==> config.mk <==
export PLATFORM = sky130hd
export DESIGN_NAME = seven_seg_scan_decoder
export DESIGN_NICKNAME = d
export VERILOG_FILES = /design/src/rtl/seven_seg_pkg.sv /design/src/rtl/seg_pattern_decode.sv /design/src/rtl/seven_seg_scan_decoder.sv
export SDC_FILE = /design/constraint.sdc
export NUM_CORES = 1
export LEC_CHECK = 0
export BUFFER_PORTS_ARGS = -buffer_cell sky130_fd_sc_hd__buf_2
export CORE_MARGIN = 2
export CORE_UTILIZATION = 63
export DETAILED_ROUTE_END_ITERATION = 6
export GPL_TIMING_DRIVEN = 0
export PLACE_DENSITY = 0.82
export SLEW_MARGIN = 0
export SYNTH_ARGS = -nofsm -noshare
export SYNTH_HDL_FRONTEND = slang
export SYNTH_SLANG_ARGS = --single-unit
==> constraint.sdc <==
create_clock -name clk -period 6.8 [get_ports clk]
set_clock_uncertainty 0.2 [all_clocks]
set_input_delay 1.7 -clock clk [delete_from_list [all_inputs] [get_ports clk]]
set_output_delay 1.7 -clock clk [all_outputs]
set_load 0.03 [all_outputs]
==> src/rtl/seven_seg_pkg.sv <==
// Shared constants for the seven-segment scan decoder: active-low numeral/blank patterns,
// scan FSM state type and anode one-cold decode helper.
package seven_seg_pkg;

   // Active-low segment patterns, bit order {g,f,e,d,c,b,a}
   localparam logic [6:0] SEG_0     = 7'b1000000;
   localparam logic [6:0] SEG_1     = 7'b1111001;
   localparam logic [6:0] SEG_2     = 7'b0100100;
   localparam logic [6:0] SEG_3     = 7'b0110000;
   localparam logic [6:0] SEG_4     = 7'b0011001;
   localparam logic [6:0] SEG_5     = 7'b0010010;
   localparam logic [6:0] SEG_6     = 7'b0000010;
   localparam logic [6:0] SEG_7     = 7'b1111000;
   localparam logic [6:0] SEG_8     = 7'b0000000;
   localparam logic [6:0] SEG_9     = 7'b0010000;
   localparam logic [6:0] SEG_BLANK = 7'b1111111;

   localparam int CNT_W = 10;

   typedef enum logic [1:0] {
      IDLE  = 2'd0,
      TRACK = 2'd1,
      HELD  = 2'd2
   } scan_state_t;

   typedef struct packed {
      logic       ok;
      logic [1:0] pos;
   } an_sel_t;

   // Only a single low anode bit names a position; anything else means no position
   function automatic an_sel_t an_decode(input logic [3:0] an);
      an_sel_t sel;
      sel.ok  = 1'b1;
      sel.pos = 2'd0;
      case (an)
         4'b1110: sel.pos = 2'd0;
         4'b1101: sel.pos = 2'd1;
         4'b1011: sel.pos = 2'd2;
         4'b0111: sel.pos = 2'd3;
         default: sel.ok  = 1'b0;
      endcase
      return sel;
   endfunction

endpackage

==> src/rtl/seg_pattern_decode.sv <==
// Combinational decode of an active-low 7-segment pattern to BCD plus numeral/blank flags.
// Zero latency; no flow control.
module seg_pattern_decode
   import seven_seg_pkg::*;
(
   input  logic [6:0] pattern,
   output logic [3:0] bcd,
   output logic       is_numeral,
   output logic       is_blank
);

   always_comb begin
      bcd        = 4'd0;
      is_numeral = 1'b1;
      is_blank   = 1'b0;
      case (pattern)
         SEG_0:     bcd = 4'd0;
         SEG_1:     bcd = 4'd1;
         SEG_2:     bcd = 4'd2;
         SEG_3:     bcd = 4'd3;
         SEG_4:     bcd = 4'd4;
         SEG_5:     bcd = 4'd5;
         SEG_6:     bcd = 4'd6;
         SEG_7:     bcd = 4'd7;
         SEG_8:     bcd = 4'd8;
         SEG_9:     bcd = 4'd9;
         SEG_BLANK: begin
            is_numeral = 1'b0;
            is_blank   = 1'b1;
         end
         default:   is_numeral = 1'b0;
      endcase
   end

endmodule

==> src/rtl/seven_seg_scan_decoder.sv <==
// Recovers BCD digits from a multiplexed 7-segment scan once (seg, an) is stable STABLE_CYCLES edges;
// capture visible after edge k+STABLE_CYCLES-1, no backpressure. SEVEN_SEG_DP_EN adds dp/dp_on.
module seven_seg_scan_decoder
   import seven_seg_pkg::*;
#(
   parameter int STABLE_CYCLES = 16
)(
   input  logic        clk,
   input  logic        rst,
   input  logic [6:0]  seg,
   input  logic [3:0]  an,
`ifdef SEVEN_SEG_DP_EN
   input  logic        dp,
   output logic [3:0]  dp_on,
`endif
   output logic [15:0] digits,
   output logic [3:0]  digit_valid,
   output logic        frame_done,
   output logic        bad_pattern
);

   localparam logic [CNT_W-1:0] STABLE_CNT = CNT_W'(STABLE_CYCLES);
   localparam logic [CNT_W-1:0] CNT_MAX    = {CNT_W{1'b1}};

   scan_state_t      state_q, state_d;
   logic [CNT_W-1:0] cnt_q, cnt_d, cnt_inc;
   logic [6:0]       prev_seg_q;
   logic [3:0]       prev_an_q;
   logic [3:0]       mask_q, mask_d, mask_set;
   logic [15:0]      digits_d;
   logic [3:0]       valid_d;
   logic             frame_d;
   logic             bad_d;
   logic             capture;
   logic             pair_changed;
   an_sel_t          sel;

   logic [3:0]       dec_bcd;
   logic             dec_numeral;
   logic             dec_blank;

`ifdef SEVEN_SEG_DP_EN
   logic             prev_dp_q;
   logic [3:0]       dp_on_d;
`endif

   seg_pattern_decode u_decode (
      .pattern    (seg),
      .bcd        (dec_bcd),
      .is_numeral (dec_numeral),
      .is_blank   (dec_blank)
   );

   assign sel = an_decode(an);

`ifdef SEVEN_SEG_DP_EN
   assign pair_changed = (seg != prev_seg_q) || (an != prev_an_q) || (dp != prev_dp_q);
`else
   assign pair_changed = (seg != prev_seg_q) || (an != prev_an_q);
`endif

   assign cnt_inc = (cnt_q == CNT_MAX) ? cnt_q : cnt_q + 1'b1;

   // Next-state: stability tracking and capture strobe
   always_comb begin
      state_d = state_q;
      cnt_d   = cnt_q;
      capture = 1'b0;
      if (!sel.ok) begin
         state_d = IDLE;
         cnt_d   = '0;
      end else begin
         case (state_q)
            IDLE: begin
               state_d = TRACK;
               cnt_d   = CNT_W'(1);
            end
            TRACK: begin
               if (pair_changed) begin
                  cnt_d = CNT_W'(1);
               end else begin
                  cnt_d = cnt_inc;
                  if (cnt_inc == STABLE_CNT) begin
                     capture = 1'b1;
                     state_d = HELD;
                  end
               end
            end
            HELD: begin
               if (pair_changed) begin
                  state_d = TRACK;
                  cnt_d   = CNT_W'(1);
               end
            end
            default: begin
               state_d = IDLE;
               cnt_d   = '0;
            end
         endcase
      end
   end

   // Capture datapath: blank and bad patterns both invalidate the position but keep its old digit
   always_comb begin
      digits_d = digits;
      valid_d  = digit_valid;
      mask_d   = mask_q;
      frame_d  = 1'b0;
      bad_d    = 1'b0;
      mask_set = mask_q | (4'b0001 << sel.pos);
`ifdef SEVEN_SEG_DP_EN
      dp_on_d  = dp_on;
`endif
      if (capture) begin
         if (dec_numeral) begin
            digits_d[{sel.pos, 2'b00} +: 4] = dec_bcd;
            valid_d[sel.pos]                = 1'b1;
         end else begin
            valid_d[sel.pos] = 1'b0;
            bad_d            = !dec_blank;
         end
`ifdef SEVEN_SEG_DP_EN
         dp_on_d[sel.pos] = ~dp;
`endif
         if (mask_set == 4'b1111) begin
            frame_d = 1'b1;
            mask_d  = 4'b0000;
         end else begin
            mask_d  = mask_set;
         end
      end
   end

   always_ff @(posedge clk) begin
      if (rst) begin
         state_q     <= IDLE;
         cnt_q       <= '0;
         prev_seg_q  <= SEG_BLANK;
         prev_an_q   <= 4'b1111;
         mask_q      <= 4'b0000;
         digits      <= 16'h0000;
         digit_valid <= 4'b0000;
         frame_done  <= 1'b0;
         bad_pattern <= 1'b0;
      end else begin
         state_q     <= state_d;
         cnt_q       <= cnt_d;
         prev_seg_q  <= seg;
         prev_an_q   <= an;
         mask_q      <= mask_d;
         digits      <= digits_d;
         digit_valid <= valid_d;
         frame_done  <= frame_d;
         bad_pattern <= bad_d;
      end
   end

`ifdef SEVEN_SEG_DP_EN
   always_ff @(posedge clk) begin
      if (rst) begin
         prev_dp_q <= 1'b1;
         dp_on     <= 4'b0000;
      end else begin
         prev_dp_q <= dp;
         dp_on     <= dp_on_d;
      end
   end
`endif

endmodule

# == Word level (Yosys, flattened, before mapping) ==
# Index checks and enable logic that the tools add are counted.
# totals
out_inout_bits,22
word_cells,81
register_bits,49
inputBits,13
# classes
mux,23
eq_ne,24
n_shift,3
n_addsub,2
n_reduce_logical,12
order_cmp,2
bitwise,6
# ops
operator,n
one-hot mux 4 bit (9 select lines),1
two-way mux 10 bit,3
one-hot mux 10 bit (3 select lines),1
"equality test 7 bit, second input constant",4
"equality test 7 x 5 -> 1 bit, second input constant",3
bitwise mux 16 bit,1
"equality test 4 bit, second input constant",4
"variable shift 4 x 6 -> 16 bit, first input constant",1
variable part select 4 x 6 -> 16 bit,1
"equality test 7 x 6 -> 1 bit, second input constant",2
one-hot mux 2 bit (3 select lines),2
"adder 10 x 1 -> 10 bit, second input constant",1
"equality test 10 bit, second input constant",1
"equality test 10 x 5 -> 1 bit, second input constant",1
OR reduction 10 bit,1
two-way mux 1 bit,9
two-way mux 4 bit,2
OR 4 bit,2
"equality test 7 x 2 -> 1 bit, second input constant",1
logical NOT 7 bit,1
!= test 7 bit,1
two-way mux 2 bit,3
"!= test 2 bit, second input constant",3
negation 4 -> 6 bit,1
20 further kinds,22

# == Longest topological paths before layout ==
# Gate-level depths: netlist of run 1.
# depth
word_depth,9
depth_mapped,10
ltp_nobuf,9

# == By module ==
# From an unflattened synthesis of run 1, not the netlist that was laid out.
# hier_totals
hier_cells,312
hier_area_um2,2643.8
# by_module_without_submodules
mod,cells_per_inst,seq_area_each_um2,area_each_um2,n_inst
seven_seg_scan_decoder,289,980.9,2489.9,1
seg_pattern_decode,23,0.0,153.9,1

# == Worst setup path after synthesis of run 1 ==
# OpenSTA, ideal clock, no wires.
# synth_timing
path_kind,in2reg
start,in an[3]
end,reg mask_q[0]
t_required_ns,6.485
arrival_ns,3.417
setup_time_ns,0.115
path_slack_ns,3.069
cell_stages,10
path_buffers,1
cell_sequence,clkbuf_1 -> xor2_1 -> nand3_1 -> inv_1 -> ha_1 -> o22a_1 -> o221ai_1 -> nor3b_1 -> a31oi_1 -> o21a_1
# synth_between
elab_chain_len,6
elab_cells_between_ends,16
classes_between,eq/ne: 6; shift: 1; mux: 6; bitwise: 1; reduce/logical: 2
# synth_rtl
element,line,text
start: declaration,seven_seg_scan_decoder.sv:11,"input logic [3:0] an,"
equality test 4 x 3 -> 1 bit / equality test 4 bit (equally long branches),seven_seg_pkg.sv:36,case (an)
one-hot mux 2 bit (3 select lines),seven_seg_pkg.sv:36,
left shift 1 x 2 -> 4 bit,seven_seg_scan_decoder.sv:110,mask_set = mask_q | (4'b0001 << sel.pos);
OR 4 bit,seven_seg_scan_decoder.sv:110,
equality test 4 bit,seven_seg_scan_decoder.sv:125,if (mask_set == 4'b1111) begin
two-way mux 4 bit,seven_seg_scan_decoder.sv:125,
end signal: assignment,seven_seg_scan_decoder.sv:150,mask_q <= mask_d;
end: declaration,seven_seg_scan_decoder.sv:29,"logic [3:0] mask_q, mask_d, mask_set;"
# Parallel ways exist; a longest one is shown, timed or not.
# A chain may end at the register's enable or synchronous reset.

# == Final worst setup path of run 1 ==
# layout_timing
start,in an[3]
end,reg digits[7]
# layout_between
elab_chain_len,6
elab_cells_between_ends,17
classes_between,add/sub: 1; eq/ne: 5; shift: 2; mux: 6; reduce/logical: 3
# layout_rtl
element,line,text
"parallel branches: the longest is 6 deep, another holds negation 4 -> 6 bit",-,
end signal: assignment,seven_seg_scan_decoder.sv:151,digits <= digits_d;
end: declaration,seven_seg_scan_decoder.sv:16,"output logic [15:0] digits,"
# Several ways; the timed one is not identified.

==> flow_summary.rst, run 1 <==
.. list-table::
   :header-rows: 1

   * - Metric
     - Value
   * - Clock slew at reported path FFs
     - 0.09 ns
   * - Setup repair after global routing missed its margin
     - false
   * - Worst hold path type
     - flip-flop to flip-flop
   * - Synth area leaders
     - dfxtp_1 (34%), nand2b_1 (5.6%), mux2i_1 (5.5%)
   * - Synth cell count leaders
     - dfxtp_1 (49), nand2b_1 (26), nor2_1 (21), nand2_1 (19), o21ai_0 (17)
   * - Hold Buf Count CTS
     - 0
   * - Clock Tree Buf Depth
     - 2
   * - Number of fill cells
     - 361
   * - Synthesized flop and latch total
     - 49
   * - Chip height
     - 71.8 um
   * - Detail-routed via count per cell
     - 6.21
   * - GR Util met1
     - 35.6%
   * - LEAKAGE
     - 1.31 nW
   * - Post-layout min period
     - 3.88 ns
   * - Total global-route track usage
     - 27.0%
   * - Synthesis warning total
     - 0
   * - Data arrival time of the critical path
     - 3.88 ns
   * - Sequential cell area fraction in the yosys report
     - 33.9%
   * - Setup tns final
     - 0 ns
   * - Maximum level of the CTS H-tree
     - 2
   * - Wire length of the first global-routing pass
     - 11000 um
   * - Total power per unit cell area
     - 162 mW/mm2
   * - Syn_nets
     - 364
   * - Number of vias in the routed layout
     - 2670
   * - Mux contribution to synthesized area
     - 7.09%
   * - Cell area after synthesis
     - 0.00290 mm2
   * - I/O pin count
     - 35
   * - Row Count
     - 24
   * - Crit path buffers/inverters
     - 2
   * - # nets final
     - 398
   * - Area of the core
     - 0.00438 mm2
   * - Routed length per instance
     - 15.4 um
   * - Root cell of the clock tree
     - clkbuf_8
   * - Number of sinks driven by the clock tree
     - 49
   * - Fmax achieved
     - 0.258 GHz
   * - Post-CTS setup buffer count
     - 0
   * - Number of violations reported at the end of detailed-routing iteration 0
     - 251
   * - I/O Buffers
     - 27
   * - Number of flops mapped to enable cells by yosys
     - 0
   * - Type of origin of the critical path
     - input pin
   * - Share of the synthesized area in compound gates (AO/OA/AOI/OAI)
     - 14.0%
   * - Number of max-slew violations in the final report
     - 0
   * - Synthesized-area fraction occupied by adder cells
     - 3.46%
   * - Clock Latency Late Sink
     - 0.30 ns
   * - Initial antenna violation count
     - 0
   * - Antenna-violating nets left
     - 0
   * - Drt drc
     - 0
   * - Top cell type's share of synthesized area
     - 33.9%
   * - Post-synthesis share of cell area spent on and, or, nand and nor gates
     - 31.8%
   * - CTS tree
     - built
   * - Num CTS Buffers
     - 5
   * - Dominant combinational cell family by area after synthesis
     - simple AND/OR/NAND/NOR gates
   * - Area added between synthesis and finish
     - 9.77%
   * - Slew at the pin closest to its max-slew limit
     - 0.685 ns
   * - Sort of element at the end of the critical path
     - flip-flop
   * - Final weighted congestion in routability-driven placement
     - 0.976
   * - Ys async rst share
     - 0%
   * - Pre-CTS setup slack
     - 2.65 ns
   * - Cell type with the largest total area after synthesis
     - dfxtp_1
   * - Detailed placement HPWL
     - 4800 um
   * - WP data required
     - 6.80 ns
   * - Area of the multi-input gates
     - 0.00176 mm2
   * - Global-route met3 utilization
     - 4.36%
   * - Chip Width
     - 71.8 um
   * - Slack of the critical path
     - 2.92 ns
   * - Dominant cell by count in the synthesized netlist
     - dfxtp_1
   * - Post-Synthesis Cells
     - 343
   * - Parity-gate share of the synthesized area counting xor and xnor cells
     - 4.54%
   * - Cell-by-cell trace of the critical path
     - clkbuf_1, xor2_1, nand3_1, inv_1, ha_1, nand2_1, nor2_1, nand4_1, mux2_2
   * - Share of final-layout standard cells stronger than drive strength 1
     - 18.3%
   * - Sequential cell area in the final layout
     - 981 um2
   * - Run status
     - finished clean
   * - Number of diodes
     - 0
   * - Ys flop type
     - dfxtp_1
   * - Total die area
     - 0.00515 mm2
   * - Number of detailed-routing iterations run before antenna repair
     - 5
   * - CP max stage delay
     - 0.38 ns
   * - Number of distinct standard cells referenced by the synthesized netlist
     - 51
   * - Largest net degree at the start of global routing
     - 15
   * - Effective utilization at floorplan
     - 66.0%
   * - Fin. Hold Viols
     - 0
   * - Maximum resistive drop on vdd
     - 0.124 mV
   * - Overflow after GRT
     - 0
   * - Final clock period utilization by the worst path
     - 57.0%
   * - Most Crowded Layer GR
     - met2
   * - Final setup violation count
     - 0
   * - Number of gates resized after CTS
     - 0
   * - Aggregate routed wire length
     - 6610 um
   * - Relative max-transition margin
     - 54.3%
   * - Placed instance count
     - 422
   * - Count of non-filler cells in the finished layout
     - 430
   * - Critical path type
     - input pin to flip-flop
   * - Cell class contributing the biggest share of worst-path delay
     - simple AND/OR/NAND/NOR gates
   * - Met2 usage
     - 44.8%
   * - Worst path slowest cell
     - mux2_2
   * - Largest driver fanout on the critical path
     - 10
   * - Vias in the first global route
     - 2419
   * - Synthesized area per cell
     - 8.44 um2
   * - Number of max-capacitance violations reported
     - 0
[where the power goes]
part	internal, W	total (W)	switching, W
combinational	0.0000191	0.0000513	0.0000322
sequential	0.000291	0.000293	0.00000258
clock	0.0000716	0.000170	0.0000982
[path summary, 6_finish.rpt]
kind	slack (ns)	startpoint	cells after the start	to
worst max-delay path	2.92	an[3]	9	digits[7]
worst min-delay path	0.27	flip-flop	2	flip-flop
worst max register to register	4.01	cnt_q[1]	8	bad_pattern
worst min register to register	0.27	flip-flop	2	flip-flop
[worst reg2reg max path: cells and delay by family, from the launching register on]
kind,cells,cell delay [ns]
buffers and inverters,1,0.14
adders and majority gates,1,0.27
AOI/OAI and AO/OA,1,0.21
and+or+nand+nor,5,1.44
DFF,1,0.44
[metrics by stage]
| step | utilization [%] | hold WS [ns] | total power, W | cell area (um2) |
|---|---|---|---|---|
| global placement | 70.6 | 0.257 | 0.000349 | 3100 |
| global route | 72.5 | 0.308 | 0.000537 | 3180 |
| finish | 72.5 | 0.274 | 0.000515 | 3180 |
| detailed placement | 70.6 | 0.258 | 0.000351 | 3100 |
| CTS | 72.5 | 0.279 | 0.000516 | 3180 |
| floorplan | - | 0.241 | 0.000337 | 2900 |
[kinds of logic after synthesis]
kind of cell / count (synthesis)
AOI/OAI and AO/OA: 62
muxes: 20
buffers and inverters: 29
DFF: 49
and+or+nand+nor: 160
adders and majority gates: 8
xor gates and xnor gates: 15
[state kept, by name (all words and copies together), names as in the netlist, named ones only]
| register | flops |
|---|---|
| bad_pattern | 1 |
| mask_q | 4 |
| prev_an_q | 4 |
| cnt_q | 10 |
| prev_seg_q | 7 |
| digits | 16 |
| state_q | 2 |
| frame_done | 1 |
[area by class of cell]
class                      instances  share of cell area [%]
buffer                            25                    4.25
clock buffer                       6                    2.28
clock inverter                     2                   0.315
inverter                           4                   0.472
multi-input combinational        265                    55.5
sequential                        49                    30.9
tap                               52                    2.05
timing repair buffer              27                    4.25
[placed cells by master (no fill, tap or decap), types with 14 or more instances in the layout]
master and count:
dfxtp_1 49, buf_2 33, nand2b_1 26, nor2_1 21, nand2_1 19, o21ai_0 17
mux2i_1 16, clkbuf_1 15, nor3_1 15, a21oi_1 15, nand3_1 14
[metal layers]
metal,share of wire (%),vias to the layer above
met3,6.0,15
li1,-,1299
met4,2.0,0
met1,44,1245
met2,48,111
met5,0,-
Power figures use the tool's default switching activity.
==> inputs of run 2 (changes only) <==
ABC_AREA = 1   (was unset)
CORE_UTILIZATION = 52   (was 63)
PLACE_DENSITY = 0.72   (was 0.82)
clock period = 3.3 ns   (was 6.8 ns; I/O delays follow)
==> run 2 against run 1 <==
- die area grew 18%
- final cell count grew 30%
- count of clock-buffer cells in the layout shrank 1
- area after synthesis shrank 1.4%
- critical endpoint is now digits[1]
- total power grew 110%
- wire length shrank 6.0%
- highest routed layer unchanged
- largest power group unchanged
==> flow_summary.rst, run 2 <==
.. list-table::
   :header-rows: 1

   * - Metric
     - Value
   * - Total power consumption of the routed design
     - 0.00106 W
   * - Total global-route track usage
     - 22.0%
   * - Syn_nets
     - 469
   * - Chip height
     - 78.1 um
   * - Fin. Hold Viols
     - 0
   * - Post-CTS setup buffer count
     - 0
   * - I/O pin count
     - 35
   * - WP data required
     - 3.30 ns
   * - Synthesized flop and latch total
     - 49
   * - Detailed placement HPWL
     - 4810 um
   * - Number of vias in the routed layout
     - 2724
   * - LEAKAGE
     - 1.63 nW
   * - Final setup violation count
     - 0
   * - Number of violations reported at the end of detailed-routing iteration 0
     - 114
   * - Number of flops mapped to enable cells by yosys
     - 0
   * - Largest reg by FF count
     - digits
   * - Total power per unit cell area
     - 332 mW/mm2
   * - Top cell type's share of synthesized area
     - 34.4%
   * - Synth cell count leaders
     - nand2_1 (126), nor2_1 (82), inv_1 (67), dfxtp_1 (49), nand3_1 (24)
   * - Slack of the critical path
     - 0.273 ns
   * - Setup tns final
     - 0 ns
   * - Vias in the first global route
     - 2576
   * - Sequential cell area fraction in the yosys report
     - 34.4%
   * - Fmax achieved
     - 0.330 GHz
   * - Setup repair after global routing missed its margin
     - false
   * - Number of diodes
     - 0
   * - Flip-flop count of the largest register, all copies and words added
     - 16
   * - Final core area utilization
     - 61.4%
   * - Overflow after GRT
     - 0
   * - Root cell of the clock tree
     - clkbuf_8
   * - Detail-routed via count per cell
     - 4.87
   * - Final weighted congestion in routability-driven placement
     - 0.880
   * - Pre-CTS setup slack
     - -0.0187 ns
   * - Number of fill cells
     - 535
   * - Number of gates resized after CTS
     - 0
   * - Synth area leaders
     - dfxtp_1 (34%), nand2_1 (17%), nor2_1 (11%)
   * - Routed length per instance
     - 11.1 um
   * - Post-layout min period
     - 3.03 ns
   * - Synthesized area per cell
     - 6.37 um2
   * - Num CTS Buffers
     - 5
   * - Sequential cell area in the final layout
     - 981 um2
   * - Share of final-layout standard cells stronger than drive strength 1
     - 13.9%
   * - Clock Latency Late Sink
     - 0.30 ns
   * - Relative max-transition margin
     - 44.8%
   * - Number of sinks driven by the clock tree
     - 49
   * - Ys async rst share
     - 0%
   * - Clock slew at reported path FFs
     - 0.09 ns
   * - CTS tree
     - built
   * - Ys flop type
     - dfxtp_1
   * - Hold Buf Count CTS
     - 0
   * - Run status
     - finished clean
   * - Type of origin of the critical path
     - input pin
   * - Dominant cell by count in the synthesized netlist
     - nand2_1
   * - Effective utilization at floorplan
     - 54.8%
   * - # nets final
     - 509
   * - Post-Synthesis Cells
     - 448
   * - Sort of element at the end of the critical path
     - flip-flop
   * - Slew at the pin closest to its max-slew limit
     - 0.824 ns
   * - Regs by FF count
     - digits: 16 flops, cnt_q: 10 flops, prev_seg_q: 7 flops
   * - Cell type with the largest total area after synthesis
     - dfxtp_1
   * - Initial antenna violation count
     - 0
   * - Row Count
     - 26
   * - Clock Tree Buf Depth
     - 2
   * - I/O Buffers
     - 33
   * - Final clock period utilization by the worst path
     - 91.7%
   * - Number of max-slew violations in the final report
     - 0
   * - Area of the core
     - 0.00520 mm2
   * - Aggregate routed wire length
     - 6210 um
   * - Largest driver fanout on the critical path
     - 8
   * - Fin Hold WS
     - 0.281 ns
   * - Maximum resistive drop on vdd
     - 0.177 mV
   * - Number of max-capacitance violations reported
     - 0
   * - Critical path type
     - input pin to flip-flop
   * - Cell area after synthesis
     - 0.00285 mm2
   * - Most frequent cells in the layout
     - nand2_1 (126), nor2_1 (82), inv_1 (67)
   * - Area of the multi-input gates
     - 0.00158 mm2
   * - Chip Width
     - 78.1 um
   * - Area added between synthesis and finish
     - 12.1%
   * - Number of distinct standard cells referenced by the synthesized netlist
     - 35
   * - Wire length of the first global-routing pass
     - 11000 um
   * - Worst hold path type
     - flip-flop to flip-flop
   * - Most common cell after layout, fill and taps aside
     - nand2_1
   * - Data arrival time of the critical path
     - 3.03 ns
   * - Total die area
     - 0.00610 mm2
   * - Synthesis warning total
     - 0
   * - Largest net degree at the start of global routing
     - 17
   * - Maximum level of the CTS H-tree
     - 2
   * - Drt drc
     - 0
   * - Number of detailed-routing iterations run before antenna repair
     - 4
   * - Antenna-violating nets left
     - 0
run 2: changes by cell type after synthesis, sizes merged, moves of 13 or more:
| cell | before | now |
|---|---|---|
| inv | 4 | 69 |
| mux2i | 16 | 0 |
| nand2 | 19 | 129 |
| nand2b | 26 | 0 |
| nand3 | 14 | 30 |
| nor2 | 21 | 89 |
| xor2 | 13 | 0 |
run 2: metal layers:
metal | track usage [%] | part of all wire (%) | vias to the layer above | wire length, um
met3 | 3.22 | 3.0 | 7 | 185
met5 | 0 | 0 | - | 0
met1 | 27.5 | 48 | 1206 | 2980
met4 | 7.89 | 1.3 | 0 | 81
met2 | 38.6 | 48 | 40 | 2970
li1 | - | - | 1471 | -
run 2: through the flow:
stage | cells | cell area [um2]
2_1_floorplan | 448 | 2850
3_3_place_gp | 551 | 3110
3_5_place_dp | 551 | 3110
4_1_cts | 559 | 3200
5_1_grt | 559 | 3200
6_report | 559 | 3200
run 2: layout make-up:
cell class	instances	share of cell area [%]
Timing Repair Buffer	33	5.16
Inverter	70	8.22
Sequential cell	49	30.7
Buffer	6	1.02
Multi-Input combinational cell	323	49.3
Clock buffer	5	2.15
Tap cell	70	2.74
Clock inverter	3	0.704
run 2: cell families (layout without fill, tap and decap cells):
kind of cell,after synthesis,after routing,share of synthesized area (%)
and+or+nand+nor,273,273,43.4
buffers and inverters,76,117,10.3
adders and majority gates,8,8,3.51
AOI/OAI and AO/OA,38,38,7.19
xor gates and xnor gates,4,4,1.23
DFF,49,49,34.4
run 2: worst paths after layout:
| path | slack (ns) | endpoint | depth (start not counted) | startpoint |
|---|---|---|---|---|
| setup / recovery | 0.27 | digits[1] | 11 | an[0] |
| hold / removal | 0.28 | mask_q[1] | 2 | mask_q[1] |
| setup reg to reg | 0.76 | digits[1] | 14 | cnt_q[1] |
| hold reg to reg | 0.28 | mask_q[1] | 2 | mask_q[1] |
run 2: critical path, stage by stage:
cell and delay (ns):
buf_2 0.12, nand2_1 0.09, nor3_1 0.05, a31oi_1 0.61, ha_1 0.27, clkbuf_1 0.30, inv_1 0.20, nor2_1 0.31
nand3_1 0.12, nand2_1 0.08, nor2_1 0.04
run 2: power breakdown:
| group | internal (W) | switching [W] | total (W) |
|---|---|---|---|
| combinational | 0.0000311 | 0.0000708 | 0.000102 |
| sequential | 0.000599 | 0.00000510 | 0.000605 |
| clock | 0.000151 | 0.000205 | 0.000355 |
==> inputs of run 3 (changes only) <==
CORE_UTILIZATION = 54   (was 52)
CTS_BUF_LIST = sky130_fd_sc_hd__clkbuf_8   (was unset)
PLACE_DENSITY = 0.75   (was 0.72)
==> run 3 against run 2 <==
- final cell count did not move
- first-iteration DRC count fell by 26%
- register-to-register slack barely moved
- global-route usage rose by 0.17 points
- critical path type unchanged
- count of clock-buffer cells in the layout did not move
- non-clock buffer count did not move
- via count rose by 0.84%
==> flow_summary.rst, run 3 (same netlist as run 2, synthesis figures left out) <==
.. list-table::
   :header-rows: 1

   * - Metric
     - Value
   * - Area added between synthesis and finish
     - 13.0%
   * - Antenna-violating nets left
     - 0
   * - Length of routed met2 wiring
     - 3030 um
   * - Area of the core
     - 0.00511 mm2
   * - Final weighted congestion in routability-driven placement
     - 0.888
   * - Drt drc
     - 0
   * - Clock slew at reported path FFs
     - 0.10 ns
   * - # nets final
     - 509
   * - Fin. Hold Viols
     - 0
   * - Regs by FF count
     - digits: 16 flops, cnt_q: 10 flops, prev_seg_q: 7 flops
   * - Number of max-slew violations in the final report
     - 0
   * - Most frequent cells in the layout
     - nand2_1 (126), nor2_1 (82), inv_1 (67)
   * - Number of detailed-routing iterations run before antenna repair
     - 4
   * - Final clock period utilization by the worst path
     - 87.4%
   * - Flip-flop count of the largest register, all copies and words added
     - 16
   * - Run status
     - finished clean
   * - I/O Buffers
     - 33
   * - Top Metal Used
     - met4
   * - Total power per unit cell area
     - 354 mW/mm2
   * - Sort of element at the end of the critical path
     - flip-flop
   * - Reg2reg path depth
     - 14
   * - Number of vias in the routed layout
     - 2747
   * - Clock Latency Late Sink
     - 0.31 ns
   * - Row Count
     - 26
   * - Largest reg by FF count
     - digits
   * - Hold Crit Depth
     - 2
   * - R2R setup slack
     - 0.75 ns
   * - Slew at the pin closest to its max-slew limit
     - 0.696 ns
   * - Type of origin of the critical path
     - input pin
   * - Total power consumption of the routed design
     - 0.00114 W
   * - Overflow after GRT
     - 0
   * - Hold Buf Count CTS
     - 0
   * - Vias in the first global route
     - 2543
   * - Number of violations reported at the end of detailed-routing iteration 0
     - 84
   * - Critical path type
     - input pin to flip-flop
   * - Maximum resistive drop on vdd
     - 0.335 mV
   * - Number of max-capacitance violations reported
     - 0
   * - HP Start
     - mask_q[0]
   * - Total global-route track usage
     - 22.2%
   * - Largest driver fanout on the critical path
     - 8
   * - Root cell of the clock tree
     - clkbuf_8
   * - Initial antenna violation count
     - 0
   * - Chip Width
     - 76.7 um
   * - Detail-routed via count per cell
     - 4.91
   * - Largest net degree at the start of global routing
     - 17
   * - Aggregate routed wire length
     - 6170 um
   * - LEAKAGE
     - 1.64 nW
   * - Routed length per instance
     - 11.0 um
   * - Setup repair after global routing missed its margin
     - false
   * - Terminus of the critical flop-to-flop path
     - digits[0]
   * - Setup tns final
     - 0 ns
   * - Post-CTS setup buffer count
     - 0
   * - Number of diodes
     - 0
   * - Hold-critical path endpoint
     - mask_q[0]
   * - Final setup violation count
     - 0
   * - Startpoint of the most critical register-to-register path
     - cnt_q[1]
   * - Chip height
     - 76.7 um
   * - Most common cell after layout, fill and taps aside
     - nand2_1
   * - Data arrival time of the critical path
     - 2.89 ns
   * - Maximum level of the CTS H-tree
     - 2
   * - Effective utilization at floorplan
     - 55.9%
   * - Number of sinks driven by the clock tree
     - 49
   * - Amount of wire on met3 after detailed routing
     - 164 um
   * - Number of gates resized after CTS
     - 0
   * - I/O pin count
     - 35
   * - WP data required
     - 3.31 ns
   * - Relative max-transition margin
     - 53.4%
   * - Worst hold path type
     - flip-flop to flip-flop
   * - Wire length of the first global-routing pass
     - 10700 um
   * - Post-layout min period
     - 2.88 ns
   * - Clock Tree Buf Depth
     - 2
   * - Wire length the detailed router placed on met1
     - 2880 um
   * - Share of final-layout standard cells stronger than drive strength 1
     - 14.1%
   * - Num CTS Buffers
     - 5
   * - CTS tree
     - built
   * - Detailed placement HPWL
     - 4720 um
   * - Total die area
     - 0.00588 mm2
   * - Final core area utilization
     - 63.2%
   * - Fmax achieved
     - 0.347 GHz
   * - Number of fill cells
     - 503
==> run 3: cell count changes in the layout (fill, tap and decap cells not counted) <==
cell and change:
a31oi_1 -1, a31oi_2 +1, bufinv_16 +1, clkinv_4 -2
inv_6 +1
==> run 3: routing by layer <==
metal  GRT usage [%]  up-vias
met2            39.5       37
met4            8.18        0
met5               0        -
met3            4.00       11
met1            26.5     1230
li1                -     1469
==> run 3: worst max-delay path: stages <==
cell and delay (ns):
buf_2 0.13, nand2_1 0.10, nor3_1 0.07, a31oi_2 0.40, ha_1 0.23, clkbuf_1 0.35
inv_1 0.23, nor2_1 0.32, nand3_1 0.12, nand2_1 0.08, nor2_1 0.04
==> run 3: worst max path at each step <==
stage | slack [ns] | cells after the start | start | end
after floorplan | 0.66 | 10 | an[1] | digits[0]
after global placement | -0.02 | 11 | an[2] | digits[0]
after detailed placement | -0.06 | 11 | an[0] | digits[0]
after CTS | 0.27 | 11 | an[0] | digits[0]
after global routing | 0.17 | 11 | an[0] | digits[3]
final | 0.42 | 11 | an[0] | digits[0]
==> run 3: layout make-up <==
class                           instances  area (um2)  area share [%]
Tap cell                               70        87.6            2.72
Sequential cell                        49         981            30.4
Multi-Input combinational cell        323        1580            49.1
Buffer                                  6        32.5            1.01
Clock buffer                            5        68.8            2.13
Inverter                               70         263            8.15
Timing Repair Buffer                   33         165            5.12
Clock inverter                          3        43.8            1.36
==> run 3: power by group <==
part	switching (W)	internal [W]	total [W]	leakage [nW]
clock network	0.000207	0.000227	0.000435	0.0585
registers	0.00000485	0.000599	0.000604	0.398
logic	0.0000722	0.0000314	0.000104	1.19
==> run 3: through the flow <==
| step | worst slack (ns) | instances | instance area [um2] | hold slack [ns] |
|---|---|---|---|---|
| 5_1_grt | 0.168 | 559 | 3230 | 0.306 |
| 4_1_cts | 0.274 | 559 | 3220 | 0.286 |
| 3_3_place_gp | -0.0200 | 551 | 3110 | 0.249 |
| 6_report | 0.416 | 559 | 3230 | 0.284 |
| 3_5_place_dp | -0.0570 | 551 | 3110 | 0.260 |
| 2_1_floorplan | 0.662 | 448 | 2850 | 0.237 |
